--- src/rtl/m68k_bus_cycle_pkg.sv ---
// Shared definitions for the 68000 bus-cycle engine: state encoding,
// transfer size codes, function codes and the latched request record.
package m68k_bus_pkg;

    localparam int ADDR_W = 24;

    // Bus-cycle sequencer states; S0..S7 follow the 68000 bus phases
    typedef enum logic [3:0] {
        ST_IDLE,
        ST_ARM,
        ST_S0,
        ST_S1,
        ST_S2,
        ST_S3,
        ST_S4,
        ST_S5,
        ST_S6,
        ST_S7,
        ST_GAP
    } bus_state_e;

    // Transfer size codes; code 3 is handled exactly like a word
    localparam logic [1:0] SZ_BYTE = 2'd0;
    localparam logic [1:0] SZ_WORD = 2'd1;
    localparam logic [1:0] SZ_LONG = 2'd2;

    // 68000 function codes
    localparam logic [2:0] FC_USER_DATA  = 3'd1;
    localparam logic [2:0] FC_USER_PROG  = 3'd2;
    localparam logic [2:0] FC_SUPER_DATA = 3'd5;
    localparam logic [2:0] FC_SUPER_PROG = 3'd6;
    localparam logic [2:0] FC_CPU_SPACE  = 3'd7;

    // Request captured on an accepted start
    typedef struct packed {
        logic              rw;
        logic [1:0]        size;
        logic [2:0]        fc;
        logic [ADDR_W-1:0] address;
        logic [31:0]       wdata;
    } bus_req_t;

    // Fold one captured bus word into the read result. Bytes are
    // right-justified and zero-extended; a long fills the upper word on
    // its first half and the lower word on its second half.
    function automatic logic [31:0] merge_read(
        input logic [1:0]  size,
        input logic        a0,
        input logic        second_half,
        input logic [31:0] prev,
        input logic [15:0] din
    );
        logic [31:0] r;
        case (size)
            SZ_BYTE: r = {24'h0, (a0 ? din[7:0] : din[15:8])};
            SZ_LONG: r = second_half ? {prev[31:16], din} : {din, 16'h0};
            default: r = {16'h0, din};
        endcase
        return r;
    endfunction

endpackage

--- src/rtl/m68k_bus_cycle_if.sv ---
// Request, strobe and Amiga-bus signals between the Pi-side logic and the
// bus-cycle engine. The engine uses the slave view.
interface m68k_bus_cycle_if;
    import m68k_bus_pkg::*;

    logic              mc_clk_rising;
    logic              mc_clk_falling;
    logic              start;
    logic              req_rw;
    logic [1:0]        req_size;
    logic [2:0]        req_fc;
    logic [ADDR_W-1:0] req_address;
    logic [31:0]       req_data_write;
    logic              dtack_n;
    logic              berr_n;
    logic [15:0]       d_in;
    logic [22:0]       a_out;
    logic [15:0]       d_out;
    logic [2:0]        fc_out;
    logic              rw_out;
    logic              abus_drive;
    logic              dbus_drive;
    logic              as_drive;
    logic              uds_drive;
    logic              lds_drive;
    logic [31:0]       data_read;
    logic              active;
    logic              terminated_normally;
    logic              done;

    modport master (
        output mc_clk_rising, mc_clk_falling, start, req_rw, req_size, req_fc,
               req_address, req_data_write, dtack_n, berr_n, d_in,
        input  a_out, d_out, fc_out, rw_out, abus_drive, dbus_drive, as_drive,
               uds_drive, lds_drive, data_read, active, terminated_normally, done
    );

    modport slave (
        input  mc_clk_rising, mc_clk_falling, start, req_rw, req_size, req_fc,
               req_address, req_data_write, dtack_n, berr_n, d_in,
        output a_out, d_out, fc_out, rw_out, abus_drive, dbus_drive, as_drive,
               uds_drive, lds_drive, data_read, active, terminated_normally, done
    );
endinterface

--- src/rtl/m68k_bus_cycle_strobe_decode.sv ---
// Data-strobe enables and outgoing data lane for the current transfer.
// Bytes select UDS (even) or LDS (odd) and are replicated on both lanes;
// words and longs use both strobes, longs sending the high word first.
module m68k_strobe_decode
    import m68k_bus_pkg::*;
(
    input  logic [1:0]  size_i,
    input  logic        a0_i,
    input  logic        second_half_i,
    input  logic [31:0] wdata_i,
    output logic        uds_en_o,
    output logic        lds_en_o,
    output logic [15:0] d_lane_o
);

    logic [15:0] byte_rep;

    genvar gi;
    generate
        for (gi = 0; gi < 2; gi++) begin : g_byte_rep
            assign byte_rep[gi*8 +: 8] = wdata_i[7:0];
        end
    endgenerate

    // Select strobes and data lane from size, A0 and which long half is active
    always_comb begin
        uds_en_o = 1'b1;
        lds_en_o = 1'b1;
        d_lane_o = wdata_i[15:0];
        case (size_i)
            SZ_BYTE: begin
                uds_en_o = ~a0_i;
                lds_en_o = a0_i;
                d_lane_o = byte_rep;
            end
            SZ_LONG: d_lane_o = second_half_i ? wdata_i[15:0] : wdata_i[31:16];
            default: ;
        endcase
    end

endmodule

--- src/rtl/m68k_bus_cycle.sv ---
// 68000 bus-cycle engine. Walks S0..S7 on MC_CLK edge strobes, drives the
// bus output enables, collects read data and reports how the cycle ended.
// A long transfer runs as two word cycles with address +2 (24-bit wrap).
module m68k_bus_cycle
    import m68k_bus_pkg::*;
#(
    parameter int TIMEOUT_CLKS = 255
) (
    input  logic            sys_clk,
    input  logic            reset,
    m68k_bus_cycle_if.slave bus
);

    localparam int WAIT_W = (TIMEOUT_CLKS > 1) ? $clog2(TIMEOUT_CLKS + 1) : 1;
    localparam logic [WAIT_W-1:0] TIMEOUT_W = WAIT_W'(TIMEOUT_CLKS);

    bus_state_e         state_q;
    bus_req_t           req_q;
    logic               second_q;
    logic               err_q;
    logic [WAIT_W-1:0]  wait_cnt_q;
    logic [22:0]        a_out_q;
    logic [15:0]        d_out_q;
    logic [2:0]         fc_out_q;
    logic               rw_out_q;
    logic               abus_q;
    logic               dbus_q;
    logic               as_q;
    logic               uds_q;
    logic               lds_q;
    logic [31:0]        data_read_q;
    logic               active_q;
    logic               term_ok_q;
    logic               done_q;

    logic [ADDR_W-1:0]  addr_d;
    logic [WAIT_W-1:0]  wait_cnt_d;
    logic               timeout_hit;
    logic               uds_en;
    logic               lds_en;
    logic [15:0]        d_lane;

    // Second half of a long targets the next word; wraps within 24 bits
    assign addr_d      = second_q ? (req_q.address + ADDR_W'(2)) : req_q.address;
    assign wait_cnt_d  = wait_cnt_q + WAIT_W'(1);
    assign timeout_hit = (TIMEOUT_CLKS != 0) && (wait_cnt_d == TIMEOUT_W);

    m68k_strobe_decode u_strobe (
        .size_i        (req_q.size),
        .a0_i          (req_q.address[0]),
        .second_half_i (second_q),
        .wdata_i       (req_q.wdata),
        .uds_en_o      (uds_en),
        .lds_en_o      (lds_en),
        .d_lane_o      (d_lane)
    );

    // Bus-cycle sequencer with all bus outputs registered
    always_ff @(posedge sys_clk) begin
        if (reset) begin
            state_q     <= ST_IDLE;
            req_q       <= '0;
            second_q    <= 1'b0;
            err_q       <= 1'b0;
            wait_cnt_q  <= '0;
            a_out_q     <= '0;
            d_out_q     <= '0;
            fc_out_q    <= '0;
            rw_out_q    <= 1'b1;
            abus_q      <= 1'b0;
            dbus_q      <= 1'b0;
            as_q        <= 1'b0;
            uds_q       <= 1'b0;
            lds_q       <= 1'b0;
            data_read_q <= '0;
            active_q    <= 1'b0;
            term_ok_q   <= 1'b1;
            done_q      <= 1'b0;
        end else begin
            done_q <= 1'b0;
            case (state_q)
                ST_IDLE: begin
                    if (bus.start) begin
                        req_q.rw      <= bus.req_rw;
                        req_q.size    <= bus.req_size;
                        req_q.fc      <= bus.req_fc;
                        req_q.address <= bus.req_address;
                        req_q.wdata   <= bus.req_data_write;
                        second_q      <= 1'b0;
                        err_q         <= 1'b0;
                        active_q      <= 1'b1;
                        state_q       <= ST_ARM;
                    end
                end
                ST_ARM, ST_GAP: begin
                    if (bus.mc_clk_rising) begin
                        abus_q   <= 1'b1;
                        a_out_q  <= addr_d[ADDR_W-1:1];
                        fc_out_q <= req_q.fc;
                        rw_out_q <= req_q.rw;
                        state_q  <= ST_S0;
                    end
                end
                ST_S0: begin
                    if (bus.mc_clk_falling) state_q <= ST_S1;
                end
                ST_S1: begin
                    if (bus.mc_clk_rising) begin
                        as_q       <= 1'b1;
                        wait_cnt_q <= '0;
                        if (req_q.rw) begin
                            uds_q <= uds_en;
                            lds_q <= lds_en;
                        end
                        state_q <= ST_S2;
                    end
                end
                ST_S2: begin
                    if (bus.mc_clk_falling) begin
                        if (!req_q.rw) begin
                            dbus_q  <= 1'b1;
                            d_out_q <= d_lane;
                        end
                        state_q <= ST_S3;
                    end
                end
                ST_S3: begin
                    if (bus.mc_clk_rising) begin
                        if (!req_q.rw) begin
                            uds_q <= uds_en;
                            lds_q <= lds_en;
                        end
                        state_q <= ST_S4;
                    end
                end
                ST_S4: begin
                    if (bus.mc_clk_falling) begin
                        // BERR outranks DTACK; a timeout ends the cycle like BERR
                        if (!bus.berr_n || (bus.dtack_n && timeout_hit)) begin
                            err_q   <= 1'b1;
                            as_q    <= 1'b0;
                            uds_q   <= 1'b0;
                            lds_q   <= 1'b0;
                            state_q <= ST_S7;
                        end else if (!bus.dtack_n) begin
                            state_q <= ST_S5;
                        end else begin
                            wait_cnt_q <= wait_cnt_d;
                        end
                    end
                end
                ST_S5: begin
                    if (bus.mc_clk_rising) state_q <= ST_S6;
                end
                ST_S6: begin
                    if (bus.mc_clk_falling) begin
                        if (req_q.rw) begin
                            data_read_q <= merge_read(req_q.size, req_q.address[0],
                                                      second_q, data_read_q, bus.d_in);
                        end
                        as_q    <= 1'b0;
                        uds_q   <= 1'b0;
                        lds_q   <= 1'b0;
                        state_q <= ST_S7;
                    end
                end
                ST_S7: begin
                    if (bus.mc_clk_rising) begin
                        dbus_q <= 1'b0;
                        if ((req_q.size == SZ_LONG) && !second_q && !err_q) begin
                            // Keep the address bus owned across the two halves
                            second_q <= 1'b1;
                            state_q  <= ST_GAP;
                        end else begin
                            abus_q    <= 1'b0;
                            rw_out_q  <= 1'b1;
                            active_q  <= 1'b0;
                            done_q    <= 1'b1;
                            term_ok_q <= ~err_q;
                            state_q   <= ST_IDLE;
                        end
                    end
                end
                default: state_q <= ST_IDLE;
            endcase
        end
    end

    assign bus.a_out               = a_out_q;
    assign bus.d_out               = d_out_q;
    assign bus.fc_out              = fc_out_q;
    assign bus.rw_out              = rw_out_q;
    assign bus.abus_drive          = abus_q;
    assign bus.dbus_drive          = dbus_q;
    assign bus.as_drive            = as_q;
    assign bus.uds_drive           = uds_q;
    assign bus.lds_drive           = lds_q;
    assign bus.data_read           = data_read_q;
    assign bus.active              = active_q;
    assign bus.terminated_normally = term_ok_q;
    assign bus.done                = done_q;

endmodule

--- src/flat_wrapper.sv ---
// flat-port wrapper written by rule: the top's interface ports become plain ports
module m68k_bus_cycle_flat import m68k_bus_pkg::*;
#(
    parameter int TIMEOUT_CLKS = 255
)
  (sys_clk, reset, bus_mc_clk_rising, bus_mc_clk_falling, bus_start, bus_req_rw, bus_req_size, bus_req_fc, bus_req_address, bus_req_data_write, bus_dtack_n, bus_berr_n, bus_d_in, bus_a_out, bus_d_out, bus_fc_out, bus_rw_out, bus_abus_drive, bus_dbus_drive, bus_as_drive, bus_uds_drive, bus_lds_drive, bus_data_read, bus_active, bus_terminated_normally, bus_done);
  m68k_bus_cycle_if bus_i ();
  input  logic sys_clk;
  input  logic reset;
  input wire logic [$bits(bus_i.mc_clk_rising)-1:0] bus_mc_clk_rising;
  input wire logic [$bits(bus_i.mc_clk_falling)-1:0] bus_mc_clk_falling;
  input wire logic [$bits(bus_i.start)-1:0] bus_start;
  input wire logic [$bits(bus_i.req_rw)-1:0] bus_req_rw;
  input wire logic [$bits(bus_i.req_size)-1:0] bus_req_size;
  input wire logic [$bits(bus_i.req_fc)-1:0] bus_req_fc;
  input wire logic [$bits(bus_i.req_address)-1:0] bus_req_address;
  input wire logic [$bits(bus_i.req_data_write)-1:0] bus_req_data_write;
  input wire logic [$bits(bus_i.dtack_n)-1:0] bus_dtack_n;
  input wire logic [$bits(bus_i.berr_n)-1:0] bus_berr_n;
  input wire logic [$bits(bus_i.d_in)-1:0] bus_d_in;
  output wire logic [$bits(bus_i.a_out)-1:0] bus_a_out;
  output wire logic [$bits(bus_i.d_out)-1:0] bus_d_out;
  output wire logic [$bits(bus_i.fc_out)-1:0] bus_fc_out;
  output wire logic [$bits(bus_i.rw_out)-1:0] bus_rw_out;
  output wire logic [$bits(bus_i.abus_drive)-1:0] bus_abus_drive;
  output wire logic [$bits(bus_i.dbus_drive)-1:0] bus_dbus_drive;
  output wire logic [$bits(bus_i.as_drive)-1:0] bus_as_drive;
  output wire logic [$bits(bus_i.uds_drive)-1:0] bus_uds_drive;
  output wire logic [$bits(bus_i.lds_drive)-1:0] bus_lds_drive;
  output wire logic [$bits(bus_i.data_read)-1:0] bus_data_read;
  output wire logic [$bits(bus_i.active)-1:0] bus_active;
  output wire logic [$bits(bus_i.terminated_normally)-1:0] bus_terminated_normally;
  output wire logic [$bits(bus_i.done)-1:0] bus_done;
  assign bus_i.mc_clk_rising = bus_mc_clk_rising;
  assign bus_i.mc_clk_falling = bus_mc_clk_falling;
  assign bus_i.start = bus_start;
  assign bus_i.req_rw = bus_req_rw;
  assign bus_i.req_size = bus_req_size;
  assign bus_i.req_fc = bus_req_fc;
  assign bus_i.req_address = bus_req_address;
  assign bus_i.req_data_write = bus_req_data_write;
  assign bus_i.dtack_n = bus_dtack_n;
  assign bus_i.berr_n = bus_berr_n;
  assign bus_i.d_in = bus_d_in;
  assign bus_a_out = bus_i.a_out;
  assign bus_d_out = bus_i.d_out;
  assign bus_fc_out = bus_i.fc_out;
  assign bus_rw_out = bus_i.rw_out;
  assign bus_abus_drive = bus_i.abus_drive;
  assign bus_dbus_drive = bus_i.dbus_drive;
  assign bus_as_drive = bus_i.as_drive;
  assign bus_uds_drive = bus_i.uds_drive;
  assign bus_lds_drive = bus_i.lds_drive;
  assign bus_data_read = bus_i.data_read;
  assign bus_active = bus_i.active;
  assign bus_terminated_normally = bus_i.terminated_normally;
  assign bus_done = bus_i.done;
  m68k_bus_cycle #(.TIMEOUT_CLKS(TIMEOUT_CLKS)) u_core (.sys_clk(sys_clk), .reset(reset), .bus(bus_i));
endmodule
--- config.mk ---
export PLATFORM = sky130hd
export DESIGN_NAME = m68k_bus_cycle_flat
export DESIGN_NICKNAME = d
export VERILOG_FILES = /design/src/rtl/m68k_bus_cycle_pkg.sv /design/src/rtl/m68k_bus_cycle_if.sv /design/src/rtl/m68k_bus_cycle_strobe_decode.sv /design/src/rtl/m68k_bus_cycle.sv /design/src/flat_wrapper.sv
export SDC_FILE = /design/constraint.sdc
export NUM_CORES = 1
export LEC_CHECK = 0
export ABC_AREA = 1
export CAP_MARGIN = 20
export CORE_MARGIN = 10
export CORE_UTILIZATION = 30
export CTS_CLUSTER_SIZE = 8
export DETAILED_ROUTE_END_ITERATION = 7
export GPL_ROUTABILITY_DRIVEN = 0
export HOLD_SLACK_MARGIN = 0.15
export PLACE_DENSITY_LB_ADDON = 0.15
export RECOVER_POWER = 100
export SYNTH_ARGS = -nofsm -noshare
export SYNTH_HDL_FRONTEND = slang
export SYNTH_SLANG_ARGS = --single-unit
--- constraint.sdc ---
create_clock -name sys_clk -period 2.2 [get_ports sys_clk]
set_clock_uncertainty 0.1 [all_clocks]
set_input_delay 0.33 -clock sys_clk [delete_from_list [all_inputs] [get_ports sys_clk]]
set_output_delay 0.33 -clock sys_clk [all_outputs]
set_load 0.01 [all_outputs]
# [Yosys cells after proc, flatten, opt, wreduce, memory -nomap -nowiden]
# Cells that the tools add are included.
# W data, S select, Z words.
[word_totals] ramBits=0 latchBits=0 out_inout_bits=83 n_memories=0 wordCells=159 mem_bits_ro=0 in_bits=85 reg_bits=159
[classes] n_div=0 n_addsub=2 reduce_logical=33 muxes=63 shifts=0 eq_ne=32 bitwise=6 magnitude_cmp=0 n_mul=0
[ops] op="$pmux W32 S2" n=1
[ops] op="$mux W4" n=13
[ops] op="$mux W8" n=5
[ops] op="$pmux W4 S10" n=1
[ops] op="$mux W32" n=1
[ops] op="$ne A2 B2 Y1 const B" n=16
[ops] op="$pmux W16 S2" n=1
[ops] op="$mux W1" n=29
[ops] op="$add A24 B2 Y24 const B" n=1
[ops] op="$mux W24" n=1
[ops] op="$reduce_and A4 Y1" n=6
[ops] op="$eq A4 B3 Y1 const B" n=4
[ops] op="$mux W16" n=1
[ops] op="$pmux W8 S2" n=1
[ops] op="$eq A4 B4 Y1 const B" n=3
[ops] op="$pmux W1 S2" n=6
[ops] op="$reduce_and A11 Y1" n=1
[ops] op="$reduce_and A5 Y1" n=2
[ops] op="$reduce_bool A2 Y1" n=5
[ops] op="$reduce_and A3 Y1" n=3
[ops] op="$add A8 B1 Y8 const B" n=1
[ops] op="$eq A4 B2 Y1 const B" n=2
[ops] op="$eq A8 B8 Y1 const B" n=1
[ops] op="$pmux W1 S4" n=2
[ops] op="17 further kinds" n=29

# [Logic depth before layout (Yosys ltp)]
[logic_depth] depth_word=7 depth_mapped=14 depth_no_buf=13

# [Hierarchy]
# A second synthesis with hierarchy kept.
[hier_totals] cells_unflattened=992 area_unflattened_um2=7089.3
[modules_own_cells] mod="m68k_bus_cycle" instances=1 area_each_um2=6682.7 seq_area_each_um2=3183.1 cells_per_inst=901
[modules_own_cells] mod="m68k_strobe_decode" instances=1 area_each_um2=406.6 seq_area_each_um2=0.0 cells_per_inst=91

# [Least setup slack after synthesis]
# No wires, ideal clock.
[synth_path] path_kind="reg2reg" start="reg u_core.wait_cnt_q[1]" end="reg u_core.wait_cnt_q[2]" setup_ns=0.115 slack_ns=0.381 t_arrival_ns=1.604 n_path_buf=1 period_less_slack_ns=1.819 path_stages_with_launch=12 t_required_ns=1.985 cell_sequence="dfxtp_1 -> ha_1 -> nand3_1 -> o21bai_2 -> nand2_1 -> nor2_4 -> nand3_4 -> nand3_4 -> nand2_4 -> buf_6 -> a21oi_1 -> nor2_1"
[synth_via] elab_chain_len=6 elab_cells_between_ends=10 classes_between="add/sub (1); eq/ne (2); mux (4); reduce/logical (3)"
[synth_lines] element="from (decl)" line="m68k_bus_cycle.sv:21" source="logic [WAIT_W-1:0] wait_cnt_q;"
[synth_lines] element="from (signal assigned)" line="m68k_bus_cycle.sv:148" source="wait_cnt_q <= wait_cnt_d;"
[synth_lines] element="$add A8 B1 Y8 *" line="m68k_bus_cycle.sv:45" source="assign wait_cnt_d = wait_cnt_q + WAIT_W'(1);"
[synth_lines] element="$eq A8 B8 Y1" line="m68k_bus_cycle.sv:46" source="assign timeout_hit = (TIMEOUT_CLKS != 0) && (wait_cnt_d == TIMEOUT_W);"
[synth_lines] element="$logic_and A1 B1 Y1" line="m68k_bus_cycle.sv:139" source="if (!bus.berr_n || (bus.dtack_n && timeout_hit)) begin"
[synth_lines] element="$logic_or A1 B1 Y1" line="m68k_bus_cycle.sv:139"
[synth_lines] element="$ne A2 B2 Y1 (no line)"
[synth_lines] element="$reduce_and A5 Y1 (no line)"
# Every way passes the cells marked *; elsewhere a longest branch is shown, timed or not. The select of a mux whose other input is x is not followed.
# A chain may end at the register's enable or synchronous reset.

# [Worst setup path after layout]
[layout_path] start="reg u_core.state_q[1]" end="reg u_core.err_q"
[layout_via] elab_chain_len=3 elab_cells_between_ends=8 classes_between="eq/ne (4); mux (1); reduce/logical (3)"
[layout_lines] element="from (decl)" line="m68k_bus_cycle.sv:17" source="bus_state_e state_q;"
[layout_lines] element="from (signal assigned)" line="m68k_bus_cycle.sv:61" source="state_q <= ST_IDLE;"
[layout_lines] element="from (signal assigned)" line="m68k_bus_cycle.sv:92" source="state_q <= ST_ARM;"
[layout_lines] element="from (signal assigned)" line="m68k_bus_cycle.sv:101" source="state_q <= ST_S0;"
[layout_lines] element="$eq A4 B3 Y1 / $logic_not A4 Y1 (equally long branches)" line="m68k_bus_cycle.sv:81" source="case (state_q)"
[layout_lines] element="$ne A2 B1 Y1 (no line) (tied with other cells)"
[layout_lines] element="$reduce_and A4 Y1 (no line)"
[layout_lines] element="to (signal assigned)" line="m68k_bus_cycle.sv:64" source="err_q <= 1'b0;"
[layout_lines] element="to (signal assigned)" line="m68k_bus_cycle.sv:90" source="err_q <= 1'b0;"
[layout_lines] element="to (signal assigned)" line="m68k_bus_cycle.sv:140" source="err_q <= 1'b1;"
[layout_lines] element="to (decl)" line="m68k_bus_cycle.sv:20" source="logic err_q;"
# Parallel ways exist; a longest one is shown, timed or not.

==> impl_metrics.json <==
{
  "status": "finished, final reports clean",
  "vias_per_cell": 4.79,
  "cp.required_ns": 2.45,
  "clk_pin_slew_ns": 0.07,
  "yosysUniqueCellTypes": 40,
  "final_nets": 1169,
  "combPwrFrac_pct": 29.2,
  "drtAntennaViolNets": 0,
  "htreeDepth": 4,
  "pwr-share-seq_pct": 40.9,
  "synth_edf_count": 0,
  "clkLatencyLatePin_ns": 0.43,
  "yosysMostFrequentCell": "dfxtp_1",
  "synth_ff_type": "dfxtp_1",
  "maxCapViolations": 0,
  "intPower_mw": 6.12,
  "p_sw_mw": 3.51,
  "postLayoutCoreUtil_pct": 41.9,
  "syn-cell-area_um2": 6880,
  "synth_top_area_share_pct": 46.3,
  "syn_area_per_cell_um2": 7.50,
  "cts_tree": "done",
  "clock-root-buffer": "clkbuf_16",
  "drcViolationCount": 0,
  "fin_crit_sh_pct": 90.5,
  "die_w_um": 171,
  "hold_path_class": "register to register",
  "clock_path_buffers": 2,
  "via_count": 6604,
  "area_growth_pct": 37.6,
  "tightest_slew_ns": 0.516,
  "row_count": 55,
  "drive_above_1_share_pct": 8.41,
  "fmax_mhz": 502,
  "start_util_pct": 30.5,
  "dpl.cell_count": 1347,
  "core_region_area_um2": 22600,
  "grtUsageTotal_pct": 14.9,
  "p_per_area_nw_per_um2": 1020,
  "crit_type": "register to register",
  "grt_pass1_vias": 6609,
  "overflow": 0,
  "portBuffers": 167,
  "critPathLaunchType": "register",
  "drv_slew": 0,
  "setup_viol": 0,
  "arrival_ns": 2.24,
  "yosysTopAreaCell": "dfxtp_1",
  "async_reset_ff_share_pct": 0,
  "antenna_found_initial": 0,
  "synthCells": 917,
  "dieArea_um2": 29400,
  "ys_seq_area_share_pct": 46.3,
  "cts_num_sinks": 159,
  "hpwlAfterDp_um": 15800,
  "hold_viol_final": 0,
  "drt_pass1_iterations": 6,
  "grt_max_degree": 79,
  "die_h_um": 171,
  "layout_min_cycle_time_ns": 1.99,
  "drt-total-wl_um": 22100,
  "slew_headroom_pct": 65.4,
  "ys_warn_count": 0,
  "drtIter0Drc": 338,
  "ioPinCount": 168,
  "clock_power_share_pct": 30.0,
  "vdd_drop_max_v": 0.000424,
  "yosys-top-cells-count": "159 x dfxtp_1, 127 x a21oi_1, 121 x nand2_1",
  "cts_buffers": 17,
  "power_mw": 9.64,
  "power_switching_share_pct": 36.5,
  "tns_ns": 0,
  "worst_setup_path_end_kind": "register",
  "crit_path_max_fanout": 29,
  "p_leak_nw": 3.83,
  "cts_setup_buffers": 0,
  "syn_nets": 1005,
  "wl_per_cell_um": 16.0,
  "stdcell_count": 1379,
  "grt_pass1_wl_um": 34900,
  "synth-seq-cells": 159,
  "diodes": 0,
  "synthTopCellsByArea": "dfxtp_1 46%, a21oi_1 9.2%, o21ai_0 8.7%",
  "rsz0062_at_grt": "false"
}
==> layout by cell type, fill, tap and decap left out, types with 17 or more instances in the layout <==
master	n
xor2_1	20
dfxtp_1	159
nand3_1	35
clkdlybuf4s50_1	84
a21oi_1	127
dlygate4sd3_1	83
nand2_1	121
inv_1	73
o21ai_0	119
nor2_1	111
clkbuf_16	17
==> power by group through the flow <==
| stage | Combinational [mW] | Sequential, mW | Clock, mW |
|---|---|---|---|
| after floorplan | 1.66 | 3.99 | 0 |
| after global placement | 2.96 | 4.01 | 0 |
| after detailed placement | 2.97 | 4.00 | 0 |
| after CTS | 2.99 | 3.95 | 2.99 |
| after global routing | 3.19 | 4.02 | 3.10 |
| final | 2.81 | 3.94 | 2.89 |
==> metrics by stage <==
stage / hold slack [ns] / setup slack, ns / area (µm²)
2_1_floorplan: 0.330 / 0.381 / 6880
3_3_place_gp: 0.343 / 0.181 / 8950
3_5_place_dp: 0.346 / 0.128 / 8950
4_1_cts: 0.354 / 0.201 / 9520
5_1_grt: 0.372 / 0.00342 / 9470
6_report: 0.356 / 0.209 / 9470
==> final timing paths <==
kind                     startpoint  cells after the start  slack, ns                to
setup reg to reg  u_core.state_q[1]                      8       0.21      u_core.err_q
hold reg to reg    u_core.req_q[19]                      2       0.36  u_core.req_q[19]
setup / recovery  u_core.state_q[1]                      8       0.21      u_core.err_q
hold / removal     u_core.req_q[19]                      2       0.36  u_core.req_q[19]
==> sequential cells by signal, summed over array words and instances (netlist names) <==
| register | cells |
|---|---|
| u_core.req_q | 62 |
| u_core.bus.data_read | 32 |
| u_core.bus.a_out | 23 |
| u_core.bus.d_out | 16 |
| u_core.wait_cnt_q | 8 |
| u_core.state_q | 4 |
| u_core.bus.fc_out | 3 |
| u_core.bus.abus_drive | 1 |
| u_core.bus.active | 1 |
| u_core.bus.as_drive | 1 |
| u_core.bus.dbus_drive | 1 |
| u_core.bus.done | 1 |
| u_core.bus.lds_drive | 1 |
| u_core.bus.rw_out | 1 |
| u_core.bus.terminated_normally | 1 |
| u_core.bus.uds_drive | 1 |
| u_core.err_q | 1 |
| u_core.second_q | 1 |
==> logic make-up (layout without fill, tap and decap cells) <==
group	count (synthesis)	after routing	share of synthesized area [%]
AOI/OAI and AO/OA	290	290	22.4
xor gates and xnor gates	22	22	2.80
DFF	159	159	46.3
buffers and inverters	128	305	7.42
and+or+nand+nor	315	315	20.5
adders and majority gates	3	3	0.546
==> per-layer routing <==
metal | GRT usage (%) | vias up | wire (µm)
met4 | 5.14 | 0 | 337
met5 | 0 | - | 0
met3 | 5.11 | 22 | 1590
met1 | 18.5 | 3005 | 9940
met2 | 23.6 | 170 | 10300
li1 | - | 3407 | -
==> worst max-delay path, cell delays in order, from the launching register on <==
cell and delay, ns:
dfxtp_1 0.38, nor2_1 0.22, nand2_1 0.11, nor2_1 0.20, clkinv_1 0.10, nor2_1 0.12, clkbuf_4 0.38, o211ai_1 0.17
a21oi_1 0.14
==> final cells by class <==
class / instances / area [µm²]
clock inverters: 14 / 138
flip-flops and latches: 159 / 3180
repair buffers: 191 / 1880
fillers: 2370 / 13100
clock buffers: 18 / 429
well taps: 285 / 357
inverters: 82 / 309
multi-input cells: 630 / 3170
==> timing repair <==
| action | in CTS | in global routing |
|---|---|---|
| gates resized for setup | 0 | 2 |
| endpoints found under the setup margin | 0 | 3 |
| hold buffers | 0 | 0 |
Power figures use the tool's default switching activity.
